`src/rtl/pwm_multi_channel_pkg.sv`:
```
// Shared definitions for the multi-channel PWM generator.
//   MODE_EDGE / MODE_CENTER : values of the mode input and of the latched mode
//   dir_e                   : counter direction (also the counter FSM state)
//   ch_w()                  : width of the channel-select field, never below 1
package pwm_multi_channel_pkg;

  localparam logic MODE_EDGE   = 1'b0;
  localparam logic MODE_CENTER = 1'b1;

  typedef enum logic {
    DIR_UP   = 1'b0,
    DIR_DOWN = 1'b1
  } dir_e;

  function automatic int ch_w(input int channels);
    return (channels <= 1) ? 1 : $clog2(channels);
  endfunction

endpackage

```
`src/rtl/pwm_multi_channel_if.sv`:
```
// Control/status bundle of the PWM generator.
//   i_enable      run (1) / stop and idle (0)
//   i_mode        0 = edge-aligned, 1 = center-aligned
//   i_period      terminal count, taken at period boundaries
//   i_wr_en       single-cycle duty write strobe
//   i_wr_ch       channel addressed by the write
//   i_wr_data     new compare value
//   i_invert      per-channel polarity (1 = active-low)
//   o_pwm_out     registered PWM outputs
//   o_period_tick one-cycle pulse after each period boundary
// master = CPU/register side, slave = PWM generator.
interface pwm_multi_channel_if
  import pwm_multi_channel_pkg::*;
#(
  parameter int WIDTH    = 8,
  parameter int CHANNELS = 4
);
  localparam int CH_W = ch_w(CHANNELS);

  logic                i_enable;
  logic                i_mode;
  logic [WIDTH-1:0]    i_period;
  logic                i_wr_en;
  logic [CH_W-1:0]     i_wr_ch;
  logic [WIDTH-1:0]    i_wr_data;
  logic [CHANNELS-1:0] i_invert;
  logic [CHANNELS-1:0] o_pwm_out;
  logic                o_period_tick;

  modport master (
    output i_enable, i_mode, i_period, i_wr_en, i_wr_ch, i_wr_data, i_invert,
    input  o_pwm_out, o_period_tick
  );

  modport slave (
    input  i_enable, i_mode, i_period, i_wr_en, i_wr_ch, i_wr_data, i_invert,
    output o_pwm_out, o_period_tick
  );

endinterface

```
`src/rtl/pwm_multi_channel_cmp.sv`:
```
// One PWM channel: shadow compare register, active compare register that is
// reloaded at period boundaries (and continuously while stopped), compare,
// polarity and output flop.
//   clk, reset_n  clock, asynchronous active-low reset
//   i_enable      generator running
//   i_boundary    current cycle is a period boundary
//   i_wr_sel      a duty write targets this channel in this cycle
//   i_wr_data     value of that write
//   i_cnt         shared period counter
//   i_invert      output polarity
//   o_pwm         registered output
module pwm_multi_channel_cmp #(
  parameter int WIDTH = 8
) (
  input  logic             clk,
  input  logic             reset_n,
  input  logic             i_enable,
  input  logic             i_boundary,
  input  logic             i_wr_sel,
  input  logic [WIDTH-1:0] i_wr_data,
  input  logic [WIDTH-1:0] i_cnt,
  input  logic             i_invert,
  output logic             o_pwm
);

  logic [WIDTH-1:0] r_shadow;
  logic [WIDTH-1:0] r_active;
  logic             r_pwm;
  logic [WIDTH-1:0] w_shadow_next;
  logic             w_raw;

  // A write landing in the boundary cycle is forwarded straight into the
  // active register, so it takes effect for the period that is starting.
  assign w_shadow_next = i_wr_sel ? i_wr_data : r_shadow;
  assign w_raw         = (i_cnt < r_active);

  always_ff @(posedge clk or negedge reset_n) begin
    if (!reset_n) begin
      r_shadow <= '0;
      r_active <= '0;
      r_pwm    <= 1'b0;
    end else begin
      r_shadow <= w_shadow_next;
      if (!i_enable || i_boundary) begin
        r_active <= w_shadow_next;
      end
      r_pwm <= i_enable ? (w_raw ^ i_invert) : i_invert;
    end
  end

  assign o_pwm = r_pwm;

endmodule

```
`src/rtl/pwm_multi_channel.sv`:
```
// Multi-channel PWM generator: one shared period counter (edge- or
// center-aligned) feeds CHANNELS compare channels with double-buffered duty.
//   clk      system clock, rising edge
//   reset_n  asynchronous active-low reset
//   bus      control/status bundle (slave side), see pwm_multi_channel_if
module pwm_multi_channel
  import pwm_multi_channel_pkg::*;
#(
  parameter int WIDTH    = 8,
  parameter int CHANNELS = 4
) (
  input  logic                clk,
  input  logic                reset_n,
  pwm_multi_channel_if.slave  bus
);

  localparam int CH_W = ch_w(CHANNELS);

  logic [WIDTH-1:0]    r_cnt;
  logic [WIDTH-1:0]    w_cnt_next;
  logic [WIDTH-1:0]    r_period_act;
  logic [WIDTH-1:0]    w_period_next;
  logic                r_mode_act;
  logic                w_mode_next;
  logic                r_tick;
  logic                w_boundary;
  dir_e                r_dir;
  dir_e                w_dir_next;
  logic [CHANNELS-1:0] w_wr_sel;
  logic [CHANNELS-1:0] w_pwm;

  always_ff @(posedge clk or negedge reset_n) begin
    if (!reset_n) begin
      r_cnt        <= '0;
      r_dir        <= DIR_UP;
      r_period_act <= '0;
      r_mode_act   <= MODE_EDGE;
      r_tick       <= 1'b0;
    end else begin
      r_cnt        <= w_cnt_next;
      r_dir        <= w_dir_next;
      r_period_act <= w_period_next;
      r_mode_act   <= w_mode_next;
      r_tick       <= w_boundary;
    end
  end

  always_comb begin
    w_boundary    = 1'b0;
    w_cnt_next    = r_cnt;
    w_dir_next    = r_dir;
    w_period_next = r_period_act;
    w_mode_next   = r_mode_act;

    if (bus.i_enable) begin
      if (r_period_act == '0) begin
        w_boundary = 1'b1;
      end else if (r_mode_act == MODE_EDGE) begin
        w_boundary = (r_cnt == r_period_act);
      end else begin
        w_boundary = (r_cnt == '0) && (r_dir == DIR_DOWN);
      end
    end

    if (!bus.i_enable) begin
      w_cnt_next    = '0;
      w_dir_next    = DIR_UP;
      w_period_next = bus.i_period;
      w_mode_next   = bus.i_mode;
    end else if (w_boundary) begin
      w_period_next = bus.i_period;
      w_mode_next   = bus.i_mode;
      w_dir_next    = DIR_UP;
      // An edge period ends at the top and restarts at 0. A center period
      // ends on its 0, which must not repeat, so the next one starts at 1.
      if (r_mode_act == MODE_EDGE) begin
        w_cnt_next = '0;
      end else begin
        w_cnt_next = (bus.i_period != '0) ? WIDTH'(1) : '0;
      end
    end else begin
      case (r_dir)
        DIR_UP: begin
          if ((r_mode_act == MODE_CENTER) && (r_cnt == r_period_act)) begin
            w_dir_next = DIR_DOWN;
            w_cnt_next = r_cnt - WIDTH'(1);
          end else begin
            w_cnt_next = r_cnt + WIDTH'(1);
          end
        end
        DIR_DOWN: w_cnt_next = r_cnt - WIDTH'(1);
        default:  w_cnt_next = '0;
      endcase
    end
  end

  // Out-of-range channel indices match no decoder and are dropped.
  for (genvar gi = 0; gi < CHANNELS; gi++) begin : g_ch
    assign w_wr_sel[gi] = bus.i_wr_en && (bus.i_wr_ch == CH_W'(gi));

    pwm_multi_channel_cmp #(.WIDTH(WIDTH)) u_cmp (
      .clk        (clk),
      .reset_n    (reset_n),
      .i_enable   (bus.i_enable),
      .i_boundary (w_boundary),
      .i_wr_sel   (w_wr_sel[gi]),
      .i_wr_data  (bus.i_wr_data),
      .i_cnt      (r_cnt),
      .i_invert   (bus.i_invert[gi]),
      .o_pwm      (w_pwm[gi])
    );
  end

  assign bus.o_pwm_out     = w_pwm;
  assign bus.o_period_tick = r_tick;

endmodule
```
`src/flat_wrapper.sv`:
```
// flat-port wrapper written by rule: the top's interface ports become plain ports
module pwm_multi_channel_flat import pwm_multi_channel_pkg::*;
#(
  parameter int WIDTH    = 8,
  parameter int CHANNELS = 4
)
  (clk, reset_n, bus_i_enable, bus_i_mode, bus_i_period, bus_i_wr_en, bus_i_wr_ch, bus_i_wr_data, bus_i_invert, bus_o_pwm_out, bus_o_period_tick);
  pwm_multi_channel_if #(.WIDTH(WIDTH), .CHANNELS(CHANNELS)) bus_i ();
  input  logic clk;
  input  logic reset_n;
  input wire logic [$bits(bus_i.i_enable)-1:0] bus_i_enable;
  input wire logic [$bits(bus_i.i_mode)-1:0] bus_i_mode;
  input wire logic [$bits(bus_i.i_period)-1:0] bus_i_period;
  input wire logic [$bits(bus_i.i_wr_en)-1:0] bus_i_wr_en;
  input wire logic [$bits(bus_i.i_wr_ch)-1:0] bus_i_wr_ch;
  input wire logic [$bits(bus_i.i_wr_data)-1:0] bus_i_wr_data;
  input wire logic [$bits(bus_i.i_invert)-1:0] bus_i_invert;
  output wire logic [$bits(bus_i.o_pwm_out)-1:0] bus_o_pwm_out;
  output wire logic [$bits(bus_i.o_period_tick)-1:0] bus_o_period_tick;
  assign bus_i.i_enable = bus_i_enable;
  assign bus_i.i_mode = bus_i_mode;
  assign bus_i.i_period = bus_i_period;
  assign bus_i.i_wr_en = bus_i_wr_en;
  assign bus_i.i_wr_ch = bus_i_wr_ch;
  assign bus_i.i_wr_data = bus_i_wr_data;
  assign bus_i.i_invert = bus_i_invert;
  assign bus_o_pwm_out = bus_i.o_pwm_out;
  assign bus_o_period_tick = bus_i.o_period_tick;
  pwm_multi_channel #(.WIDTH(WIDTH), .CHANNELS(CHANNELS)) u_core (.clk(clk), .reset_n(reset_n), .bus(bus_i));
endmodule
```
`config.mk`:
```
export PLATFORM = sky130hd
export DESIGN_NAME = pwm_multi_channel_flat
export DESIGN_NICKNAME = d
export VERILOG_FILES = /design/src/rtl/pwm_multi_channel_pkg.sv /design/src/rtl/pwm_multi_channel_if.sv /design/src/rtl/pwm_multi_channel_cmp.sv /design/src/rtl/pwm_multi_channel.sv /design/src/flat_wrapper.sv
export SDC_FILE = /design/constraint.sdc
export NUM_CORES = 1
export LEC_CHECK = 0
export CAP_MARGIN = 20
export CORE_UTILIZATION = 55
export DETAILED_ROUTE_END_ITERATION = 8
export DONT_BUFFER_PORTS = 1
export GPL_ROUTABILITY_DRIVEN = 0
export GPL_TIMING_DRIVEN = 0
export PLACE_DENSITY = 0.73
export RECOVER_POWER = 25
export SLEW_MARGIN = 20
export SYNTH_ARGS = -nofsm -noshare
export SYNTH_HDL_FRONTEND = slang
export SYNTH_HIERARCHICAL = 1
export SYNTH_SLANG_ARGS = --single-unit
```
`constraint.sdc`:
```
create_clock -name clk -period 2.25 [get_ports clk]
set_input_delay 0.1125 -clock clk [delete_from_list [all_inputs] [get_ports clk]]
set_output_delay 0.1125 -clock clk [all_outputs]
set_load 0.03 [all_outputs]
```
### Yosys cells after proc, flatten, opt, wreduce, memory -nomap -nowiden

Index checks and enable logic that the tools add are counted.

* add/subtract/negate cells: 2
* order comparisons: 4
* equality and inequality tests: 5
* muxes and demuxes: 25
* bitwise logic cells: 5
* reduce and logical (&&, ||, !) cells: 12

Operators with widths (number)
* two-way mux 8 bit: 10
* less-than comparator 8 bit: 4
* logical NOT 8 bit: 2
* case mux 8 bit (2 select lines): 1
* two-way mux 1 bit: 14
* adder 8 x 1 -> 8 bit (second input constant): 1
* equality test 8 bit: 1
* nonzero test 8 bit: 1
* subtractor 8 x 1 -> 8 bit (second input constant): 1
* logical AND 1 bit: 6
* equality test 2 bit (second input constant): 2
* XOR 1 bit: 4
* equality test 2 x 1 -> 1 bit (second input constant): 1
* logical NOT 2 bit: 1
* inequality test 2 x 1 -> 1 bit (second input constant): 1
* logical NOT 1 bit: 1
* logical OR 1 bit: 1
* NOT 1 bit: 1

* bits in registers: 87
* bits of input ports: 27
* logic and storage cells: 70

### Depth between registers and ports, before layout

Gate-level depths: netlist (run 1).

* word-level depth: 7
* depth in mapped cells: 9
* gate-level depth less buffers: 7

### Cells and area by module

Netlist (run 1), hierarchy kept.

By module, submodules not included
* pwm_multi_channel_cmp: times used 4, cells each 61, area an instance 854.6 sq um
* pwm_multi_channel: times used 1, cells each 109, area an instance 1257.5 sq um

### Least setup slack after synthesis (run 1)

Ideal clock, no wire load.

* path kind: reg-to-reg
* start: reg u_core.r_cnt[4]
* end: reg u_core.g_ch[0].u_cmp.r_active[0]
* setup time: 0.125 ns
* arrival time: 2.320 ns
* required time: 2.125 ns
* setup slack: -0.195 ns
* cell stages (with the launch flop): 9
* clock period less this slack: 2.445 ns
* cells stage by stage: dfrtp_1 -> xor2_1 -> nor4_4 -> nand3_4 -> buf_2 -> a31oi_1 -> nand2b_1 -> buf_2 -> mux2_2

* cells in the longest elaborated chain, start to end: 6
* elaborated cells on any way between the ends: 7
* classes of those cells: eq/ne: 1; mux: 3; reduce/logical: 3

RTL lines
* start, declared: line pwm_multi_channel.sv:19 `logic [WIDTH-1:0] r_cnt;`
* start signal, assigned: line pwm_multi_channel.sv:40 `r_cnt <= w_cnt_next;`
* logical NOT 8 bit: line pwm_multi_channel.sv:61 `w_boundary = (r_cnt == '0) && (r_dir == DIR_DOWN);`
* logical AND 1 bit: line pwm_multi_channel.sv:61
* two-way mux 1 bit *: line pwm_multi_channel.sv:58 `end else if (r_mode_act == MODE_EDGE) begin`
* two-way mux 1 bit *: line pwm_multi_channel.sv:56 `if (r_period_act == '0) begin`
* two-way mux 1 bit *: line pwm_multi_channel.sv:55 `if (bus.i_enable) begin`
* net u_core.w_boundary: line pwm_multi_channel.sv:26 `logic w_boundary;`
* logical OR 1 bit *: line pwm_multi_channel_cmp.sv:44 `if (!i_enable || i_boundary) begin`
* end signal, assigned: line pwm_multi_channel_cmp.sv:45 `r_active <= w_shadow_next;`
* end, declared: line pwm_multi_channel_cmp.sv:27 `logic [WIDTH-1:0] r_active;`

The timed path passes the listed nets; every way through them passes the cells marked *.
A chain may end at the register's enable or synchronous reset.

### Worst setup path after layout (run 1)

* start: reg u_core.r_cnt[2]
* end: reg u_core.g_ch[3].u_cmp.r_active[7]

* cells in the longest elaborated chain, start to end: 6
* elaborated cells on any way between the ends: 7
* classes of those cells: eq/ne: 1; mux: 3; reduce/logical: 3

RTL lines (line)
* logical NOT 8 bit: pwm_multi_channel.sv:61
* logical AND 1 bit: pwm_multi_channel.sv:61
* two-way mux 1 bit *: pwm_multi_channel.sv:58
* two-way mux 1 bit *: pwm_multi_channel.sv:56
* two-way mux 1 bit *: pwm_multi_channel.sv:55
* net u_core.w_boundary: pwm_multi_channel.sv:26
* logical OR 1 bit *: pwm_multi_channel_cmp.sv:44
* end signal, assigned: pwm_multi_channel_cmp.sv:45
* end, declared: pwm_multi_channel_cmp.sv:27

Marked as above.

==> run metrics, run 1 <==
number of buffers inserted during clock tree synthesis=9; Worst-path clk slew=0.08 ns; Flop pwr share=0.497; number of filler instances in the final layout=594; cell types with the largest area share after synthesis=dfrtp_1 (47%), mux2_2 (14%), ha_1 (8.0%), mux2i_1 (2.6%), inv_1 (2.6%); combined flip-flop and latch cell area=around 0.0022 mm2; net count of the mapped netlist=410; slowest cell on the critical path=dfrtp_2; total global-route track usage=0.245; status=completed; fraction of post-synthesis cell area in the top cell type by area=0.466; Row Count=33; Worst Path Arrival=2.38 ns; level count of the clock H-tree=3; leading post-synthesis cells by instance count=dfrtp_1 (87), mux2_2 (60), inv_1 (32); number of distinct library cells after synthesis=43; R2R Setup Slk=0.10 ns; antenna cells=0; maximum clock insertion buffer count=2; Wirelength per Cell=roughly 19 um; total via count after detailed routing=2,876; die span in x=94.2 um; area of the die=~0.0089 mm2; type of the worst setup path=register to register; Slew Viols, Final=0; DRC marker count from the first detailed-route iteration=103; clock network fraction of design power=0.255; crit path buf inv count=0; Crit path max-delay family=simple AND/OR/NAND/NOR gates; depth of the worst register-to-register path=6; global-route track usage on met3=0.0396; synthesized instance count=353; total chip power=4020 uW; pin count of the biggest net entering global routing=88; Hold Crit Class=input port to register; RSZ-0062 raised after global routing=no; pwr/cell area=731 mW/mm2; switching power summed over all nets=between 1000 and 1500 uW; Total Neg Setup Slack=0 ns; Final min period=2.15 ns; final cycle utilization of the critical path=0.954; leading area contributor after synthesis=dfrtp_1; routed via count divided by cell count=5.60; y dimension of the die=approximately 94 um; leakage power of the design=0.00261 uW; routing usage on met2=0.418; start point of the critical path=u_core/r_cnt[2]$_DFF_PN0_; proportion of synthesized flip-flops having asynchronous set or reset=1.00; layout overhead on the synthesized area=17.8%; area taken by multi-input logic gates=0.00241 mm2; worst slew margin relative to its limit=0.216; Crit path required time=approximately 2.5 ns; count of flip-flops with a built-in enable after synthesis=0; grt peak-use layer=met2; met1 routing resource usage after global routing=0.303; # IOs=32; sequential cell area fraction in the yosys report=0.466; count of final hold-check violations=0; switching power as a share of total power=0.277; global-route wire length before repair=~16 mm; clock root cell=clkbuf_8; via count of the first global-routing pass=3,229; total routed wirelength=9.58 mm; max incr delay on CP=between 0.4 and 0.5 ns; Post-DP HPWL=6.31 mm; Max rail drop VDD=about 360 uV; later-pin clock latency in the skew report=0.35 ns; max capacitance violation total=0; core region area=roughly 0.0082 mm2; Slew @ Worst Pin=1.18 ns; clock tree sinks=87; Highest Clock Rate=0.466 GHz; I/O Buffers=0; type of destination of the critical path=register; first-pass iteration count of the detailed router=4; maximum fanout along the worst path=8; capture point of the worst reg-to-reg path=u_core/g_ch[3].u_cmp/r_active[7]$_DFFE_PN0P_; DRC violation count after routing=0; final setup fails=0; final-layout worst hold slack=~0.085 ns; non-filler instance count after layout=514; total stage count of the critical path=6; Initial Utilization=0.569; CP cell instances=xor2_2 -> nor4_4 -> nand3_4 -> a31oi_4 -> nand2b_4 -> mux2_2; average cell area after synthesis=between 10 and 15 um2; Critical R2R Launch=u_core/r_cnt[2]$_DFF_PN0_; synth warn=6; residual antenna-violating net count after detailed routing=0; number of synthesized register bits=87; crit path to=u_core/g_ch[3].u_cmp/r_active[7]$_DFFE_PN0P_; clock tree from TritonCTS=built; Setup Skew=0.0127 ns; cell internal pwr=2910 uW; Mapped Area=0.00468 mm2; fraction of final layout cells sized beyond drive strength 1=0.381; launching element type of the critical path=register; number of antenna violations at the first check in global routing=0; Main synth FF type=dfrtp_1; share of total power in combinational logic=0.248; Placed Cells incl. Taps=around 460; gr ovfl total=0; most frequently used cell type in the post-synthesis netlist=dfrtp_1; Final nets=462
-- cells by family (layout without fill, tap and decap cells) --
group | after synthesis | after routing | synth area share
buf+inv | 44 | 100 | 0.0471
fa+ha+maj | 30 | 30 | 0.0803
compound gates | 25 | 25 | 0.0674
mux | 85 | 85 | 0.208
flops | 87 | 87 | 0.466
xor+xnor | 13 | 13 | 0.0244
simple gates | 69 | 69 | 0.107
-- cell usage in the layout, fill, tap and decap left out, types with 6 or more instances in the layout --
master and instances:
nor2_1 7, nand3_1 9, mux2_4 24, nand4_1 6
dfrtp_2 8, mux2_2 44, mux2i_1 12, ha_1 29
buf_4 23, nand2b_4 8, dfrtp_1 79, inv_1 31
nand3b_1 6, dlygate4sd3_1 23, clkbuf_8 9, xor2_1 6
-- cell type report --
type | instances | area share
Clock inverter | 4 | 0.00863
Multi-Input combinational cell | 222 | 0.437
Clock buffer | 11 | 0.0239
Buffer | 6 | 0.0127
Sequential cell | 87 | 0.397
Timing Repair Buffer | 47 | 0.0745
Inverter | 32 | 0.0218
Tap cell | 105 | 0.0239
-- worst reg2reg max path: stages, from the launching register on --
cell and delay [ns]:
dfrtp_2 0.44, xor2_2 0.19, nor4_4 0.38, nand3_4 0.16, a31oi_4 0.26, nand2b_4 0.25, mux2_2 0.36
-- power groups by stage --
stage / sequential (uW) / combinational [uW] / clock (uW)
2_1_floorplan: 1990 / 730 / 0
3_3_place_gp: 2030 / 803 / 0
3_5_place_dp: 2050 / 846 / 0
4_1_cts: 2000 / 979 / 1060
5_1_grt: 2030 / 1100 / 1110
6_report: 2000 / 996 / 1030
-- sequential cells by signal, summed over array words and instances, names as in the netlist --
signal / flops
u_core/r_mode_act: 1
u_core/g_ch.u_cmp/r_shadow: 32
u_core/g_ch.u_cmp/r_active: 32
u_core/g_ch.u_cmp/o_pwm: 4
u_core/r_cnt: 8
u_core/bus.o_period_tick: 1
u_core/r_period_act: 8
u_core/r_dir: 1
-- per-stage QoR --
stage,utilization,area (um2),worst slack [ns]
6_report,0.670,5510,0.104
4_1_cts,0.671,5520,0.00569
3_3_place_gp,0.598,4910,-0.449
2_1_floorplan,-,4780,-0.102
3_5_place_dp,0.598,4910,-0.460
5_1_grt,0.670,5510,0.0270
-- per-layer routing --
| metal | share of wire | vias to the layer above |
|---|---|---|
| li1 | - | 1349 |
| met1 | 0.44 | 1447 |
| met2 | 0.50 | 58 |
| met3 | 0.028 | 22 |
| met4 | 0.030 | 0 |
| met5 | 0 | - |
-- worst min-delay path by stage --
stage | slack [ns] | cells past startpoint | from | to
final | 0.08 | 2 | bus_i_enable | u_core/g_ch[1].u_cmp/r_active[3]$_DFFE_PN0P_
after global routing | 0.07 | 2 | bus_i_enable | u_core/g_ch[1].u_cmp/r_active[3]$_DFFE_PN0P_
after CTS | 0.08 | 3 | bus_i_enable | u_core/g_ch[0].u_cmp/o_pwm$_DFF_PN0_
after detailed placement | -0.18 | 0 | reset_n | u_core/g_ch[0].u_cmp/r_shadow[0]$_DFF_PN0_
after global placement | -0.18 | 0 | reset_n | u_core/g_ch[0].u_cmp/r_shadow[1]$_DFF_PN0_
after floorplan | -0.18 | 0 | reset_n | u_core/bus.o_period_tick$_DFF_PN0_
-- what timing repair did --
action | CTS | global route
endpoints found under the hold margin | 133 | 0
gates cloned | 0 | 0
hold buffers | 24 | 0
pin swaps | 5 | 5
setup buffers | 20 | 3
endpoints found under the setup margin | 47 | 42
gates resized for setup | 10 | 14
Note: power is estimated with default switching activity, not from simulation.
==> inputs of run 2 (changes only) <==
- ABC_AREA: default -> 1
- CTS_CLUSTER_DIAMETER: default -> 30
- PLACE_DENSITY: 0.73 -> default
- PLACE_DENSITY_LB_ADDON: default -> 0.12
==> run 2 against run 1 <==
Compared with the run above: first-iteration DRC count rose by 21%; non-clock buffer count fell by 8; wire length did not move; clock skew fell by 0.0036 ns; count of clock-buffer cells in the layout did not move; sequential cell count did not move; power fell by 0.67%; cell count rose by 27%; global-route usage fell by 0.56 points; synthesized cell count rose by 42%; fmax rose by 1.5%; via count rose by 17%; critical path type unchanged; largest cell class is now sequential cells; highest routed layer unchanged.
==> run metrics, run 2 <==
status=completed; via count of the first global-routing pass=3,375 (+4.5%); capture point of the worst reg-to-reg path=u_core/r_mode_act$_DFFE_PN0P_; most frequently used cell type in the post-synthesis netlist=nand2_1; I/O Buffers=0 (unchanged); pwr/cell area=739 mW/mm2 (+1.2%); Highest Clock Rate=0.473 GHz (+1.5%); max capacitance violation total=0 (unchanged); Max rail drop VDD=313 uV (-14%); Worst Path Arrival=2.39 ns (about the same); Final nets=601 (+30%); Row Count=33 (unchanged); final-layout worst hold slack=0.0145 ns (-0.0703 ns); total chip power=4000 uW (-0.67%); number of distinct library cells after synthesis=31 (-28%); Critical R2R Launch=u_core/r_cnt[1]$_DFF_PN0_; global-route wire length before repair=16.1 mm (+0.51%); launching element type of the critical path=register; hold path start=bus_i_enable; type of destination of the critical path=register; worst min-delay path endpoint=u_core/g_ch[0].u_cmp/r_active[2]$_DFFE_PN0P_; number of buffers inserted during clock tree synthesis=9 (unchanged); Final min period=2.11 ns (-0.0311 ns); number of synthesized register bits=87 (unchanged); depth of the worst register-to-register path=11 (+5); Wirelength per Cell=14.7 um (-21%); maximum clock insertion buffer count=2 (unchanged); count of flip-flops with a built-in enable after synthesis=0 (unchanged); fraction of final layout cells sized beyond drive strength 1=0.221 (-0.161); synthesized instance count=500 (+42%); level count of the clock H-tree=3 (unchanged); sequential cell area fraction in the yosys report=0.463 (-0.00297); average cell area after synthesis=9.41 um2 (-29%); gr ovfl total=0 (unchanged); number of antenna violations at the first check in global routing=0 (unchanged); largest registers in the final layout=u_core/g_ch.u_cmp/r_active x32, u_core/g_ch.u_cmp/r_shadow x32; pin count of the biggest net entering global routing=88 (unchanged); die span in x=94.5 um (+0.32%); DRC marker count from the first detailed-route iteration=125 (+21%); y dimension of the die=94.5 um (+0.32%); number of filler instances in the final layout=688 (+16%); Setup Skew=0.00913 ns (-0.00356 ns); maximum fanout along the worst path=4 (-4); final cycle utilization of the critical path=0.940 (-0.0138); clock tree from TritonCTS=built; Hold Crit Class=input port to register; Main synth FF type=dfrtp_1; total global-route track usage=0.240 (-0.00559); Worst-path clk slew=0.08 ns (about the same); antenna cells=0 (unchanged); commonest cells after routing, fill and taps aside=nand2_1 (113), dfrtp_1 (83), inv_1 (74), o21ai_0 (34), ha_1 (30); type of the worst setup path=register to register; DRC violation count after routing=0 (unchanged); Initial Utilization=0.570 (+0.000791); clock tree sinks=87 (unchanged); net count of the mapped netlist=557 (+36%); Slew @ Worst Pin=1.18 ns (+0.00485 ns); clock root cell=clkbuf_8; Post-DP HPWL=6.71 mm (+6.3%); fraction of post-synthesis cell area in the top cell type by area=0.463 (-0.00297); total via count after detailed routing=3,370 (+17%); DP Area=0.00484 mm2 (-1.5%); residual antenna-violating net count after detailed routing=0 (unchanged); proportion of synthesized flip-flops having asynchronous set or reset=1.00 (unchanged); area of the die=0.00893 mm2 (+0.64%); final instance area=0.00541 mm2 (-1.8%); core region area=0.00826 mm2 (+0.50%); Slew Viols, Final=0 (unchanged); leading area contributor after synthesis=dfrtp_1; count of final hold-check violations=0 (unchanged); most common library cell in the layout ignoring fill and taps=nand2_1; worst slew margin relative to its limit=0.213 (-0.00323); leading post-synthesis cells by instance count=nand2_1 (117), dfrtp_1 (87), inv_1 (74); leakage power of the design=0.00270 uW (+3.4%); Hold Path Depth=3 (+1); R2R Setup Slk=0.14 ns (+0.03 ns); Crit path required time=2.53 ns (+0.05 ns); final setup fails=0 (unchanged); synth warn=6 (unchanged); total routed wirelength=9.58 mm (unchanged); # IOs=32 (unchanged); later-pin clock latency in the skew report=0.35 ns (about the same); cell types with the largest area share after synthesis=dfrtp_1 (46%), nand2_1 (9.3%), ha_1 (8.0%), mux2_2 (6.7%), inv_1 (5.9%); Mapped Area=0.00471 mm2 (+0.64%); routed via count divided by cell count=5.16 (-7.8%); first-pass iteration count of the detailed router=4 (unchanged); layout overhead on the synthesized area=14.9%
run 2: changes by cell type in the layout (fill, tap and decap cells not counted), moves of 10 or more:
| cell | previous run | this run |
|---|---|---|
| mux2i_1 | 12 | 0 |
| o21ai_0 | 4 | 34 |
| nor2_1 | 7 | 20 |
| nand2_1 | 3 | 113 |
| mux2_4 | 24 | 8 |
| o21ai_2 | 0 | 10 |
| a21oi_1 | 1 | 11 |
| inv_1 | 31 | 74 |
| buf_4 | 23 | 10 |
| nand2_2 | 0 | 15 |
| mux2_2 | 44 | 28 |
run 2: logic make-up (layout without fill, tap and decap cells):
family,Yosys count,count (layout),share of synthesized area
AO/OA/AOI/OAI,63,63,0.0795
XOR/XNOR,10,10,0.0186
adder cells (fa/ha/maj),30,30,0.0798
buffers and inverters,89,137,0.0851
flip-flops,87,87,0.463
multiplexers,36,36,0.0925
AND/OR/NAND/NOR,185,185,0.182
run 2: worst max-delay path, cell delays in order (launching register included):
cell,delay [ns]
dfrtp_2,0.41
inv_1,0.10
ha_1,0.20
nand2_2,0.09
nor2_2,0.14
nand3_2,0.11
nor2_4,0.13
nor2_4,0.07
nand3_4,0.11
nand2_1,0.07
dlygate4sd3_1,0.58
o21ai_2,0.06
run 2: per-stage QoR:
stage	cells	setup TNS [ns]	setup WS, ns	utilization
floorplan	500	0	0.106	-
global placement	605	-15.93	-0.562	0.586
detailed placement	605	-17.07	-0.640	0.586
CTS	648	0	0.0260	0.651
global route	653	-0.00362	-0.00362	0.655
finish	653	0	0.135	0.655
run 2: cell type report:
class	instances	area (um2)	share of cell area
flip-flops and latches	87	2180	0.404
multi-input cells	324	2160	0.400
repair buffers	33	310	0.0574
inverters	77	289	0.0535
clock buffers	11	151	0.0280
well taps	105	131	0.0243
plain buffers	12	126	0.0234
clock inverters	4	55.1	0.0102
run 2: metal layers:
metal | track usage | wire length [um] | vias up
li1 | - | - | 1684
met1 | 0.303 | 4270 | 1618
met4 | 0.0884 | 144 | 0
met5 | 0 | 0 | -
met2 | 0.420 | 4890 | 55
met3 | 0.0314 | 271 | 13
run 2: report_power, final:
group,internal (uW),switching (uW)
clock network,572,560
registers,1820,112
logic,411,523
total,2800,1200
run 2: repair_timing:
| item | in CTS | in global routing |
|---|---|---|
| pin swaps | 0 | 1 |
| hold buffers | 26 | 0 |
| hold endpoints to repair | 133 | 0 |
| endpoints found under the setup margin | 32 | 34 |
| gates resized for setup | 16 | 7 |
| setup buffers | 2 | 5 |
run 2: how the worst max path moves through the flow:
stage	from	to	slack, ns	cells after the start
after detailed placement	u_core/r_cnt[1]$_DFF_PN0_	u_core/g_ch[0].u_cmp/r_active[3]$_DFFE_PN0P_	-0.64	12
after CTS	u_core/r_cnt[1]$_DFF_PN0_	u_core/g_ch[0].u_cmp/r_active[4]$_DFFE_PN0P_	0.03	13
final	u_core/r_cnt[1]$_DFF_PN0_	u_core/r_mode_act$_DFFE_PN0P_	0.14	11
after floorplan	u_core/r_cnt[0]$_DFF_PN0_	u_core/g_ch[0].u_cmp/r_active[1]$_DFFE_PN0P_	0.11	12
after global routing	u_core/r_cnt[1]$_DFF_PN0_	u_core/g_ch[2].u_cmp/r_active[4]$_DFFE_PN0P_	-0.004	13
after global placement	u_core/r_cnt[1]$_DFF_PN0_	u_core/g_ch[3].u_cmp/r_active[5]$_DFFE_PN0P_	-0.56	12
==> inputs of run 3 (changes only) <==
- CORE_MARGIN: default -> 5
- CORE_UTILIZATION: 55 -> 58
- TNS_END_PERCENT: default -> 50
==> run 3 against run 2 <==
Compared with the run above: clock power about the same; clock skew up 0.0030 ns; sequential power barely moved; power grew 0.91%; fmax increased by 0.10%; cell count decreased by 0.77%; worst setup slack improved by 0.0022 ns; largest cell class unchanged; highest routed layer unchanged.
==> run metrics, run 3 (synthesis results as in run 2) <==
status=completed; level count of the clock H-tree=3 (unchanged); final setup fails=0 (unchanged); type of destination of the critical path=register; I/O Buffers=0 (unchanged); Initial Utilization=0.603 (+0.0329); leakage power of the design=0.00269 uW (-0.56%); Slew Viols, Final=0 (unchanged); clock tree sinks=87 (unchanged); slowest cell on the critical path=dfrtp_1; via count of the first global-routing pass=3,594 (+6.5%); count of final hold-check violations=0 (unchanged); Total Neg Setup Slack=0 ns (unchanged); final cycle utilization of the critical path=0.939 (-0.000979); worst slew margin relative to its limit=0.219 (+0.00622); core region area=0.00781 mm2 (-5.5%); total via count after detailed routing=3,349 (-0.62%); Final nets=598 (-0.50%); number of filler instances in the final layout=613 (-11%); hold path start=bus_i_enable; # IOs=32 (unchanged); capture point of the worst reg-to-reg path=u_core/g_ch[3].u_cmp/r_active[0]$_DFFE_PN0P_; gr ovfl total=0 (unchanged); R2R Setup Slk=0.14 ns (about the same); clock tree from TritonCTS=built; Final min period=2.11 ns (-0.00220 ns); antenna cells=0 (unchanged); global-route wire length before repair=16.7 mm (+4.1%); pin count of the biggest net entering global routing=88 (unchanged); maximum fanout along the worst path=8 (+4); Slew @ Worst Pin=1.17 ns (-0.00934 ns); pwr/cell area=746 mW/mm2 (+0.91%); most prevalent standard cell on the critical path=nand2_1; largest registers in the final layout=u_core/g_ch.u_cmp/r_active x32, u_core/g_ch.u_cmp/r_shadow x32; depth of the worst register-to-register path=10 (-1); type of the worst setup path=register to register; Hold Path Depth=3 (unchanged); worst min-delay path endpoint=u_core/g_ch[0].u_cmp/r_active[1]$_DFFE_PN0P_; CP cell instances=inv_1 -> nand2_1 -> nand2_1 -> nand2_1 -> nor2_4 -> nand3_4 -> a21oi_4 -> inv_1 -> nand2_4 -> mux2_4; area taken by multi-input logic gates=0.00217 mm2 (+0.35%); DRC violation count after routing=0 (unchanged); area of the die=0.0100 mm2 (+12%); DRC marker count from the first detailed-route iteration=112 (-10%); Setup Skew=0.0122 ns (+0.00305 ns); residual antenna-violating net count after detailed routing=0 (unchanged); max incr delay on CP=0.53 ns (-0.05 ns); number of buffers inserted during clock tree synthesis=9 (unchanged); Hold Crit Class=input port to register; most common library cell in the layout ignoring fill and taps=nand2_1; Worst Path Arrival=2.35 ns (-0.04 ns); combined flip-flop and latch cell area=0.00218 mm2 (about the same); final instance area=0.00541 mm2 (unchanged); first-pass iteration count of the detailed router=6 (+2); total global-route track usage=0.212 (-0.0279); Critical R2R Launch=u_core/r_cnt[7]$_DFF_PN0_; Max rail drop VDD=350 uV (+12%); Row Count=32 (-3.0%); launching element type of the critical path=register; Wirelength per Cell=15.0 um (+2.3%); clock root cell=clkbuf_8; later-pin clock latency in the skew report=0.35 ns (about the same); Post-DP HPWL=6.64 mm (-1.1%); Worst-path clk slew=0.09 ns (about the same); fraction of final layout cells sized beyond drive strength 1=0.222 (+0.000809); Crit path required time=2.49 ns (-0.04 ns); y dimension of the die=100 um (+5.9%); Highest Clock Rate=0.473 GHz (+0.10%); RSZ-0062 raised after global routing=no; max capacitance violation total=0 (unchanged); number of antenna violations at the first check in global routing=0 (unchanged); maximum clock insertion buffer count=2 (unchanged); total routed wirelength=9.73 mm (+1.5%); layout overhead on the synthesized area=14.9% (unchanged); commonest cells after routing, fill and taps aside=nand2_1 (113), dfrtp_1 (82), inv_1 (73), o21ai_0 (34), ha_1 (29); die span in x=100 um (+5.9%); DP Area=0.00483 mm2 (about the same); routed via count divided by cell count=5.17 (+0.14%)
run 3: cell types whose count changed in the layout (fill, tap and decap cells not counted), moves of 2 or more:
| cell | before | now |
|---|---|---|
| buf_4 | 10 | 5 |
| nand2_2 | 15 | 13 |
| inv_6 | 0 | 2 |
| nand2_4 | 2 | 4 |
| clkinv_4 | 2 | 0 |
| buf_6 | 5 | 7 |
run 3: how the worst max path moves through the flow:
stage                                         start                                           end  cells after the start
final                     u_core/r_cnt[7]$_DFF_PN0_  u_core/g_ch[3].u_cmp/r_active[0]$_DFFE_PN0P_                     10
after global routing      u_core/r_cnt[0]$_DFF_PN0_  u_core/g_ch[2].u_cmp/r_active[4]$_DFFE_PN0P_                     13
after CTS                 u_core/r_cnt[1]$_DFF_PN0_  u_core/g_ch[2].u_cmp/r_active[4]$_DFFE_PN0P_                     13
after detailed placement  u_core/r_cnt[1]$_DFF_PN0_  u_core/g_ch[2].u_cmp/r_active[4]$_DFFE_PN0P_                     12
after global placement    u_core/r_cnt[1]$_DFF_PN0_  u_core/g_ch[3].u_cmp/r_active[4]$_DFFE_PN0P_                     12
after floorplan           u_core/r_cnt[0]$_DFF_PN0_  u_core/g_ch[0].u_cmp/r_active[1]$_DFFE_PN0P_                     12
run 3: what timing repair did:
action                                  in CTS  in global routing
resized for setup                           16                 14
hold buffers                                26                  1
endpoints found under the setup margin      32                 34
pin swaps                                    0                  1
endpoints found under the hold margin      133                  1
buffers inserted                             2                  1
run 3: power by group:
group / switching, uW / internal [uW]
Clock: 578 / 583
Sequential: 114 / 1820
Combinational: 527 / 414
run 3: layout make-up:
class	count	area share
Clock buffer	11	0.0280
Multi-Input combinational cell	324	0.401
Sequential cell	87	0.404
Clock inverter	5	0.0116
Inverter	77	0.0535
Tap cell	102	0.0236
Timing Repair Buffer	30	0.0537
Buffer	12	0.0248
run 3: metrics by stage:
stage	util	std cells	total power [uW]	hold WS [ns]	worst slack, ns
after global placement	0.619	602	2760	-0.181	-0.561
after CTS	0.689	646	4060	0.00663	0.0368
after floorplan	-	500	2620	-0.183	0.106
final	0.692	648	4030	0.0142	0.138
after detailed placement	0.619	602	2800	-0.180	-0.629
after global routing	0.692	648	4310	0.00552	0.000644
run 3: critical path, delay by kind of cell (launching register included):
kind	cells	cell delay [ns]
AO/OA/AOI/OAI	1	0.26
AND/OR/NAND/NOR	6	0.61
multiplexers	1	0.30
buffers and inverters	2	0.30
flip-flops	1	0.53
run 3: routing by layer:
metal | GRT usage | share of wire | vias up
met5 | 0 | 0 | -
met4 | 0.0611 | 0.014 | 0
met3 | 0.0382 | 0.027 | 11
met2 | 0.379 | 0.51 | 43
met1 | 0.262 | 0.45 | 1622
li1 | - | - | 1673
